===== src/rtl/multicycle_ctrl_pkg.sv =====
// Shared types and constants for the multicycle RV32 control FSM:
// state encoding (also exported on state_o) and PC source selects.
package multicycle_ctrl_pkg;

  typedef enum logic [2:0] {
    IDLE   = 3'd0,
    FETCH  = 3'd1,
    DECODE = 3'd2,
    EXEC   = 3'd3,
    MEM    = 3'd4,
    WB     = 3'd5,
    ERR    = 3'd6
  } state_t;

  localparam logic [1:0] PC_SEL_SEQ   = 2'd0;
  localparam logic [1:0] PC_SEL_TGT   = 2'd1;
  localparam logic [1:0] PC_SEL_MTVEC = 2'd2;
  localparam logic [1:0] PC_SEL_MEPC  = 2'd3;

  // Writeback PC source: trap entry beats trap return beats a taken redirect.
  function automatic logic [1:0] wb_pc_sel(input logic is_ecall,
                                           input logic is_mret,
                                           input logic pc_write,
                                           input logic taken);
    if (is_ecall)              return PC_SEL_MTVEC;
    else if (is_mret)          return PC_SEL_MEPC;
    else if (pc_write && taken) return PC_SEL_TGT;
    else                       return PC_SEL_SEQ;
  endfunction

endpackage


===== src/rtl/multicycle_ctrl_wdog.sv =====
// Wait-cycle watchdog for the fetch and data-memory handshakes.
// Ports:
//   clk, rst_n  : clock, synchronous active-low reset
//   clr         : hold counter at zero (FSM is not in a waiting state)
//   en          : one waiting cycle elapsed without ack
//   expired_c   : this waiting cycle is the MEM_TIMEOUT-th without ack
module multicycle_ctrl_wdog #(
  parameter int unsigned MEM_TIMEOUT = 255
) (
  input  logic clk,
  input  logic rst_n,
  input  logic clr,
  input  logic en,
  output logic expired_c
);

  localparam int unsigned CW = $clog2(MEM_TIMEOUT + 1);

  logic [CW-1:0] cnt;

  // Saturating count of consecutive ack-less waiting cycles.
  always_ff @(posedge clk) begin
    if (!rst_n || clr) begin
      cnt <= '0;
    end else if (en && (cnt != CW'(MEM_TIMEOUT))) begin
      cnt <= cnt + CW'(1);
    end
  end

  // en already excludes an ack cycle, so a same-cycle ack always wins.
  assign expired_c = en && (cnt >= CW'(MEM_TIMEOUT - 1));

endmodule


===== src/rtl/multicycle_ctrl.sv =====
// Main control FSM of the multicycle RV32 core: fetch, decode, execute,
// optional data-memory access, writeback. Generates one-cycle IR/RF/CSR/PC
// write enables and drives request/ack handshakes guarded by a watchdog.
// Ports:
//   clk, rst_n                 : clock, synchronous active-low reset
//   ifetch_req/ifetch_ack      : instruction fetch handshake
//   ir_we                      : latch instruction (ack cycle in FETCH)
//   dec_*                      : decoder control flags of the held instruction
//   branch_taken               : EXU redirect decision
//   dmem_req/dmem_we/dmem_ack  : data memory handshake
//   rf_we, csr_we, pc_we       : writeback enables (WB only)
//   pc_sel                     : next-PC source (seq/target/mtvec/mepc)
//   stall_err                  : sticky watchdog error (ERR state)
//   state_o                    : current state for debug
// Optional: define MULTICYCLE_CTRL_PERF_EN to add perf_cycle/perf_instret.
module multicycle_ctrl
  import multicycle_ctrl_pkg::*;
#(
  parameter int unsigned MEM_TIMEOUT = 255
) (
  input  logic        clk,
  input  logic        rst_n,
  output logic        ifetch_req,
  input  logic        ifetch_ack,
  output logic        ir_we,
  input  logic        dec_reg_write,
  input  logic        dec_pc_write,
  input  logic        dec_mem_valid,
  input  logic        dec_mem_write,
  input  logic        dec_is_ecall,
  input  logic        dec_is_mret,
  input  logic        dec_is_csr,
  input  logic        branch_taken,
  output logic        dmem_req,
  output logic        dmem_we,
  input  logic        dmem_ack,
  output logic        rf_we,
  output logic        csr_we,
  output logic        pc_we,
  output logic [1:0]  pc_sel,
  output logic        stall_err,
  output logic [2:0]  state_o
`ifdef MULTICYCLE_CTRL_PERF_EN
  ,
  output logic [63:0] perf_cycle,
  output logic [63:0] perf_instret
`endif
);

  state_t state;
  logic   wd_clr;
  logic   wd_en;
  logic   wd_expired_c;

  // Counter runs only while waiting on a handshake; any other state re-arms it.
  assign wd_clr = (state != FETCH) && (state != MEM);
  assign wd_en  = ((state == FETCH) && !ifetch_ack) ||
                  ((state == MEM)   && !dmem_ack);

  multicycle_ctrl_wdog #(
    .MEM_TIMEOUT (MEM_TIMEOUT)
  ) u_wdog (
    .clk       (clk),
    .rst_n     (rst_n),
    .clr       (wd_clr),
    .en        (wd_en),
    .expired_c (wd_expired_c)
  );

  // State register with next-state selection.
  always_ff @(posedge clk) begin
    if (!rst_n) begin
      state <= IDLE;
    end else begin
      case (state)
        IDLE:    state <= FETCH;
        FETCH: begin
          if (ifetch_ack)        state <= DECODE;
          else if (wd_expired_c) state <= ERR;
        end
        DECODE:  state <= EXEC;
        EXEC:    state <= (dec_mem_valid || dec_mem_write) ? MEM : WB;
        MEM: begin
          if (dmem_ack)          state <= WB;
          else if (wd_expired_c) state <= ERR;
        end
        WB:      state <= FETCH;
        ERR:     state <= ERR;
        default: state <= IDLE;
      endcase
    end
  end

  // Output decode; handshake qualifiers follow their acks in the same cycle.
  always_comb begin
    ifetch_req = 1'b0;
    ir_we      = 1'b0;
    dmem_req   = 1'b0;
    dmem_we    = 1'b0;
    rf_we      = 1'b0;
    csr_we     = 1'b0;
    pc_we      = 1'b0;
    pc_sel     = PC_SEL_SEQ;
    stall_err  = 1'b0;
    case (state)
      FETCH: begin
        ifetch_req = 1'b1;
        ir_we      = ifetch_ack;
      end
      MEM: begin
        dmem_req = 1'b1;
        dmem_we  = dec_mem_write;
      end
      WB: begin
        pc_we  = 1'b1;
        rf_we  = dec_reg_write;
        csr_we = dec_is_csr | dec_is_ecall;
        pc_sel = wb_pc_sel(dec_is_ecall, dec_is_mret, dec_pc_write, branch_taken);
      end
      ERR:     stall_err = 1'b1;
      default: ;
    endcase
  end

  assign state_o = state;

`ifdef MULTICYCLE_CTRL_PERF_EN
  // Active-cycle and retired-instruction counters, free-running modulo 2^64.
  always_ff @(posedge clk) begin
    if (!rst_n) begin
      perf_cycle   <= '0;
      perf_instret <= '0;
    end else begin
      if ((state != IDLE) && (state != ERR)) perf_cycle <= perf_cycle + 64'd1;
      if (state == WB) perf_instret <= perf_instret + 64'd1;
    end
  end
`endif

endmodule


===== config.mk =====
export PLATFORM = sky130hd
export DESIGN_NAME = multicycle_ctrl
export DESIGN_NICKNAME = d
export VERILOG_FILES = /design/src/rtl/multicycle_ctrl_pkg.sv /design/src/rtl/multicycle_ctrl_wdog.sv /design/src/rtl/multicycle_ctrl.sv
export SDC_FILE = /design/constraint.sdc
export NUM_CORES = 1
export LEC_CHECK = 0
export CAP_MARGIN = 20
export CORE_MARGIN = 2
export CORE_UTILIZATION = 43
export DETAILED_ROUTE_END_ITERATION = 16
export PLACE_DENSITY = 0.85
export SYNTH_ARGS = -nofsm -noshare
export SYNTH_HDL_FRONTEND = slang
export SYNTH_HIERARCHICAL = 1
export SYNTH_SLANG_ARGS = --single-unit

===== constraint.sdc =====
create_clock -name clk -period 2.4 [get_ports clk]
set_input_delay 0.24 -clock clk [delete_from_list [all_inputs] [get_ports clk]]
set_output_delay 0.24 -clock clk [all_outputs]
set_load 0.1 [all_outputs]

==> flow_metrics.tcl, run 1 <==
set metrics [dict create \
    status "finished, final reports clean" \
    seqPwrFrac 0.431 \
    first_pass_iters 6 \
    cts_max_level 1 \
    timing.fmax_mhz 495 \
    ir_worst_vdd_mv 0.332 \
    insertion_delay_ns 0.26 \
    path_max_fanout 8 \
    final_cell_area_um2 967 \
    switching_share 0.349 \
    dpl_cell_area_um2 941 \
    slowest_stage "dfxtp_4" \
    worst_slack_ns 0.378 \
    ios 25 \
    yosys_warnings 6 \
    grt_max_degree 10 \
    synth-edff-count 0 \
    criticalPathCategory "reg2reg" \
    maxCapViolCount 0 \
    nets 129 \
    grt_pass1_wl_um 2620 \
    syn_avg_cell_area_um2 8.00 \
    drt_wl_total_um 1640 \
    setup_viol 0 \
    yosysSeqAreaShare 0.317 \
    syn_inst 87 \
    die_area_mm2 0.00196 \
    route.detailed.drc 0 \
    pwr-share-comb 0.296 \
    drv_slew 0 \
    slew_headroom 0.703 \
    synth-async-reset-ratio 0 \
    period_needed_ns 2.02 \
    rows 14 \
    synth_area_leaders "dfxtp_1 (32%), nor2_1 (4.9%), mux2i_1 (4.3%), o21ai_0 (4.3%), nand2_1 (3.8%)" \
    synth_ff_type "dfxtp_1" \
    wl_per_cell_um 12.6 \
    antenna_cells 0 \
    final_layout_size_suffix_gt1_frac 0.254 \
    startpoint_type "flip-flop" \
    path_delay_family "simple AND/OR/NAND/NOR gates" \
    critPathMaxStageDelay_ns 0.37 \
    initial_utilization 0.462 \
    io_buffers 24 \
    cts.sinks 11 \
    yosysUniqueCellTypes 32 \
    power_leakage_nw 0.387 \
    cts-root-buf "clkbuf_4" \
    p_sw_mw 0.159 \
    end_kind "flip-flop" \
    yosysTopAreaCell "dfxtp_1" \
    yosysTopAreaCellShare 0.317 \
    p_clk_frac 0.272 \
    ys_top_cells_by_count "dfxtp_1 (11), nor2_1 (9), nand2_1 (7), o21ai_0 (6), inv_1 (5)" \
    cts_resized 0 \
    routed-wl-met3_um 123 \
    clock_path_buffers 2 \
    fp.coreArea_mm2 0.00151 \
    cts_buffers 3 \
    dp_hpwl_um 1210 \
    critPathArrivalTime_ns 2.23 \
    finalHoldViolations 0 \
    intPower_mw 0.296 \
    postCtsSetupBuffers 0 \
    top_layer_used "met3" \
    grt_use_total 0.180 \
    final_antenna_net_count 0 \
    hold_path_class "reg2reg" \
    ctsHoldBuffers 0 \
    grt_pass1_vias 613 \
    p_per_area_mw_per_mm2 471 \
    cp_num_buf_inv 0 \
    grt_antenna_before_repair 0 \
    cp_data_required_time_ns 2.61 \
    vias_per_cell 5.58 \
    grt.overflow.total 0 \
    wl_met1_um 748 \
    place_ws_ns 0.366 \
    min_period_over_period 0.843 \
    rsz0062_at_grt "no" \
    drt-initial-drc-count 25 \
    synth_seq_cells 11 \
    worst_slew_pin_slew_ns 0.441 \
    cts_tree "yes" \
    gp_congestion 0.890 \
    crit_chain "nand2b_2 > a2bb2oi_1 > nor2_1 > o21ai_0 > nor3_1 > nand3b_1 > a21oi_1 > o21a_1" \
    via_count 725 \
    clk_pin_slew_worst_paths_ns 0.07 \
    dieWidth_um 44.2 \
    die_h_um 44.2 \
    skew_ns 0.00173 \
    route.met2.wl_um 771 \
    synth.most_common_cell "dfxtp_1" \
    syn_nets 101 \
    synth_area_um2 696 \
    area_delta_synth_final_pct 39.0 \
]
==> kinds of logic after synthesis <==
| logic type | after synthesis | share of synthesized area |
|---|---|---|
| AND/OR/NAND/NOR | 42 | 0.358 |
| AO/OA/AOI/OAI | 23 | 0.212 |
| flip-flops | 11 | 0.317 |
| buffers and inverters | 6 | 0.0342 |
| multiplexers | 3 | 0.0432 |
| adder cells (fa/ha/maj) | 2 | 0.0360 |
==> layer usage <==
metal	global-route usage	vias to the layer above
li1	-	371
met1	0.225	321
met2	0.297	33
met3	0.0449	0
met4	0.0727	0
met5	0	-
==> registers in the layout, indices dropped and copies added, names as in the netlist <==
name,count
state_o,3
u_wdog/cnt,8
==> worst register-to-register path, delay by kind of cell, from the launching register on <==
family,cells,cell delay (ns)
flip-flops,1,0.37
AO/OA/AOI/OAI,4,0.60
AND/OR/NAND/NOR,4,1.00
==> final timing paths <==
path                 startpoint       endpoint  slack [ns]  cells after the start
setup / recovery     state_o[0]     state_o[1]        0.38                      8
hold / removal    u_wdog/cnt[0]  u_wdog/cnt[0]        0.52                      2
setup reg to reg     state_o[0]     state_o[1]        0.38                      8
hold reg to reg   u_wdog/cnt[0]  u_wdog/cnt[0]        0.52                      2
==> power groups by stage <==
| stage | logic (mW) | clock network (mW) | registers [mW] |
|---|---|---|---|
| detailed placement | 0.134 | 0 | 0.200 |
| global placement | 0.133 | 0 | 0.200 |
| CTS | 0.135 | 0.127 | 0.196 |
| finish | 0.135 | 0.124 | 0.196 |
| floorplan | 0.0715 | 0 | 0.223 |
| global route | 0.141 | 0.136 | 0.198 |
==> area by class of cell <==
| type | instances | area (um^2) |
|---|---|---|
| tap | 16 | 20.0 |
| inverter | 5 | 18.8 |
| timing repair buffer | 24 | 208 |
| clock buffer | 4 | 26.3 |
| sequential | 11 | 226 |
| multi-input combinational | 70 | 468 |
| fill | 128 | 539 |
==> metrics by stage <==
step	instances	utilization	total power [mW]	setup TNS (ns)	hold WS, ns
after floorplan	87	-	0.295	-0.478	0.357
after global placement	126	0.625	0.333	0	0.496
after detailed placement	126	0.625	0.335	0	0.513
after CTS	130	0.642	0.458	0	0.523
after global routing	130	0.642	0.475	0	0.554
final	130	0.642	0.455	0	0.524
==> cell usage in the layout (no fill, tap or decap), types with 3 or more instances in the layout <==
cell type | Yosys | layout
nand3_1 | 4 | 4
buf_4 | 0 | 13
clkbuf_4 | 0 | 3
inv_1 | 5 | 5
o21ai_0 | 6 | 6
a31oi_1 | 3 | 3
a211oi_1 | 3 | 3
clkdlybuf4s50_1 | 0 | 11
nand2_1 | 7 | 7
nor2_1 | 9 | 7
mux2i_1 | 3 | 3
a21oi_1 | 4 | 4
dfxtp_1 | 11 | 8
nand2b_1 | 3 | 3
Note: power is estimated with default switching activity, not from simulation.
==> run 2, diff against run 1 <==
==> constraint.sdc (replaced) <==
create_clock -name clk -period 2 [get_ports clk]
set_input_delay 0.2 -clock clk [delete_from_list [all_inputs] [get_ports clk]]
set_output_delay 0.2 -clock clk [all_outputs]
set_load 0.1 [all_outputs]
==> run 2 against run 1 <==
Clock skew is essentially flat. Combinational power grew 39%. Final cell count grew 0.77%. Highest routed layer is now met4. Critical endpoint is now u_wdog/cnt[7]. Critical path depth shrank 2. Sequential cell count is the same. Sequential share of layout area shrank 2.8 points. Worst hold slack gained 0.0040 ns. Utilization grew 10 points. Register-to-register slack lost 0.19 ns. Total power grew 27%. Critical path type unchanged. First-iteration DRC count is the same. Worst setup slack lost 0.19 ns.
==> flow_metrics.tcl, run 2 (synthesis results as in run 1) <==
set metrics [dict create \
    status "finished, final reports clean" \
    route.met2.wl_um 980 \
    ios 25 \
    fp.coreArea_mm2 0.00151 \
    timing.fmax_mhz 553 \
    die_h_um 44.2 \
    intPower_mw 0.372 \
    area_delta_synth_final_pct 61.5 \
    dp_hpwl_um 1450 \
    nets 130 \
    seqPwrFrac 0.406 \
    antenna_cells 0 \
    route.detailed.drc 0 \
    io_buffers 24 \
    rows 14 \
    final_antenna_net_count 0 \
    wl_met1_um 696 \
    initial_utilization 0.462 \
    grt_use_total 0.212 \
    largest_reg_flops 8 \
    pwr-share-comb 0.325 \
    clk_pin_slew_worst_paths_ns 0.07 \
    grt_pass1_vias 768 \
    drt-initial-drc-count 25 \
    gp_congestion 0.870 \
    ctsHoldBuffers 0 \
    dieWidth_um 44.2 \
    grt_antenna_before_repair 0 \
    period_needed_ns 1.81 \
    reg2reg_to "u_wdog/cnt[7]" \
    routed-wl-met3_um 154 \
    hp-start "state_o[2]" \
    cts_max_level 1 \
    r2r_start "state_o[0]" \
    reg2regPathDepth 6 \
    whs_ns 0.528 \
    drt_wl_total_um 1840 \
    power_mw 0.577 \
    end_kind "flip-flop" \
    rsz0062_at_grt "no" \
    slew_headroom 0.734 \
    first_pass_iters 4 \
    p_per_area_mw_per_mm2 513 \
    setup_viol 0 \
    cts.sinks 11 \
    p_clk_frac 0.269 \
    grt_pass1_wl_um 3150 \
    worst-r2r-setup-slack_ns 0.19 \
    min_period_over_period 0.904 \
    largest_register "u_wdog/cnt" \
    worst_slew_pin_slew_ns 0.395 \
    p_sw_mw 0.204 \
    min_path_cells 1 \
    maxCapViolCount 0 \
    cts-root-buf "clkbuf_4" \
    hold_path_class "reg2reg" \
    switching_share 0.354 \
    dp.cells 127 \
    grt.overflow.total 0 \
    most-common-layout-cells "clkdlybuf4s50_1 (11), buf_12 (10), dfxtp_1 (8), nand2_1 (7), nor2_1 (5)" \
    top_layer_used "met4" \
    criticalPathCategory "reg2reg" \
    insertion_delay_ns 0.27 \
    cts_resized 0 \
    clock_path_buffers 2 \
    power_leakage_nw 0.417 \
    vias_per_cell 5.96 \
    drv_slew 0 \
    cts_tree "yes" \
    grt_max_degree 10 \
    n_fill_cell 112 \
    cp_data_required_time_ns 2.17 \
    min_to "state_o[0]" \
    postCtsSetupBuffers 0 \
    die_area_mm2 0.00196 \
    finalHoldViolations 0 \
    via_count 781 \
    startpoint_type "flip-flop" \
    skew_ns 0.00132 \
    cts_buffers 3 \
    path_max_fanout 8 \
    stdcell_count 131 \
    ir_worst_vdd_mv 0.485 \
    final_layout_size_suffix_gt1_frac 0.296 \
    wl_per_cell_um 14.1 \
    final_common_cell "clkdlybuf4s50_1" \
    critPathArrivalTime_ns 1.98 \
]
run 2: changes by cell type in the layout (fill, tap and decap cells not counted), sizes merged:
cell,before,now
buf,13,14
clkinvlp,0,1
inv,5,4
run 2: area by class of cell:
class | count | area (um^2) | area share
multi-input cells | 70 | 483 | 0.430
clock buffers | 4 | 26.3 | 0.0234
repair buffers | 25 | 340 | 0.303
inverters | 5 | 22.5 | 0.0200
well taps | 16 | 20.0 | 0.0178
flip-flops and latches | 11 | 231 | 0.206
run 2: metrics by stage:
| stage | setup TNS, ns | instance area (um^2) | util | setup WS [ns] |
|---|---|---|---|---|
| finish | 0 | 1120 | 0.746 | 0.192 |
| global route | 0 | 1120 | 0.746 | 0.0341 |
| CTS | 0 | 1120 | 0.746 | 0.196 |
| detailed placement | 0 | 1100 | 0.728 | 0.121 |
| global placement | 0 | 1100 | 0.728 | 0.212 |
| floorplan | -1.37 | 751 | - | -0.211 |
run 2: power by group through the flow:
stage	Sequential [mW]	Combinational, mW	Clock, mW
after floorplan	0.267	0.0914	0
after global placement	0.239	0.184	0
after detailed placement	0.239	0.187	0
after CTS	0.234	0.188	0.157
after global routing	0.235	0.195	0.168
final	0.234	0.187	0.155
run 2: worst max path at each step:
stage | slack, ns | cells after the start | start | end
floorplan | -0.21 | 6 | state_o[0] | u_wdog/cnt[4]
global placement | 0.21 | 8 | dmem_ack | state_o[2]
detailed placement | 0.12 | 7 | ifetch_ack | u_wdog/cnt[7]
CTS | 0.20 | 6 | state_o[0] | u_wdog/cnt[7]
global route | 0.03 | 8 | state_o[0] | state_o[2]
finish | 0.19 | 6 | state_o[0] | u_wdog/cnt[7]
run 2: metal layers:
layer	vias to the layer above	global-route usage
li1	374	-
met1	363	0.238
met2	40	0.391
met3	4	0.0408
met4	0	0.0788
met5	-	0
run 2: critical path, stage by stage, from the launching register on:
cell,delay (ns)
dfxtp_4,0.37
nand2b_2,0.23
a2bb2oi_1,0.15
nor2_1,0.18
nand3_1,0.14
or4_1,0.42
o211a_1,0.22
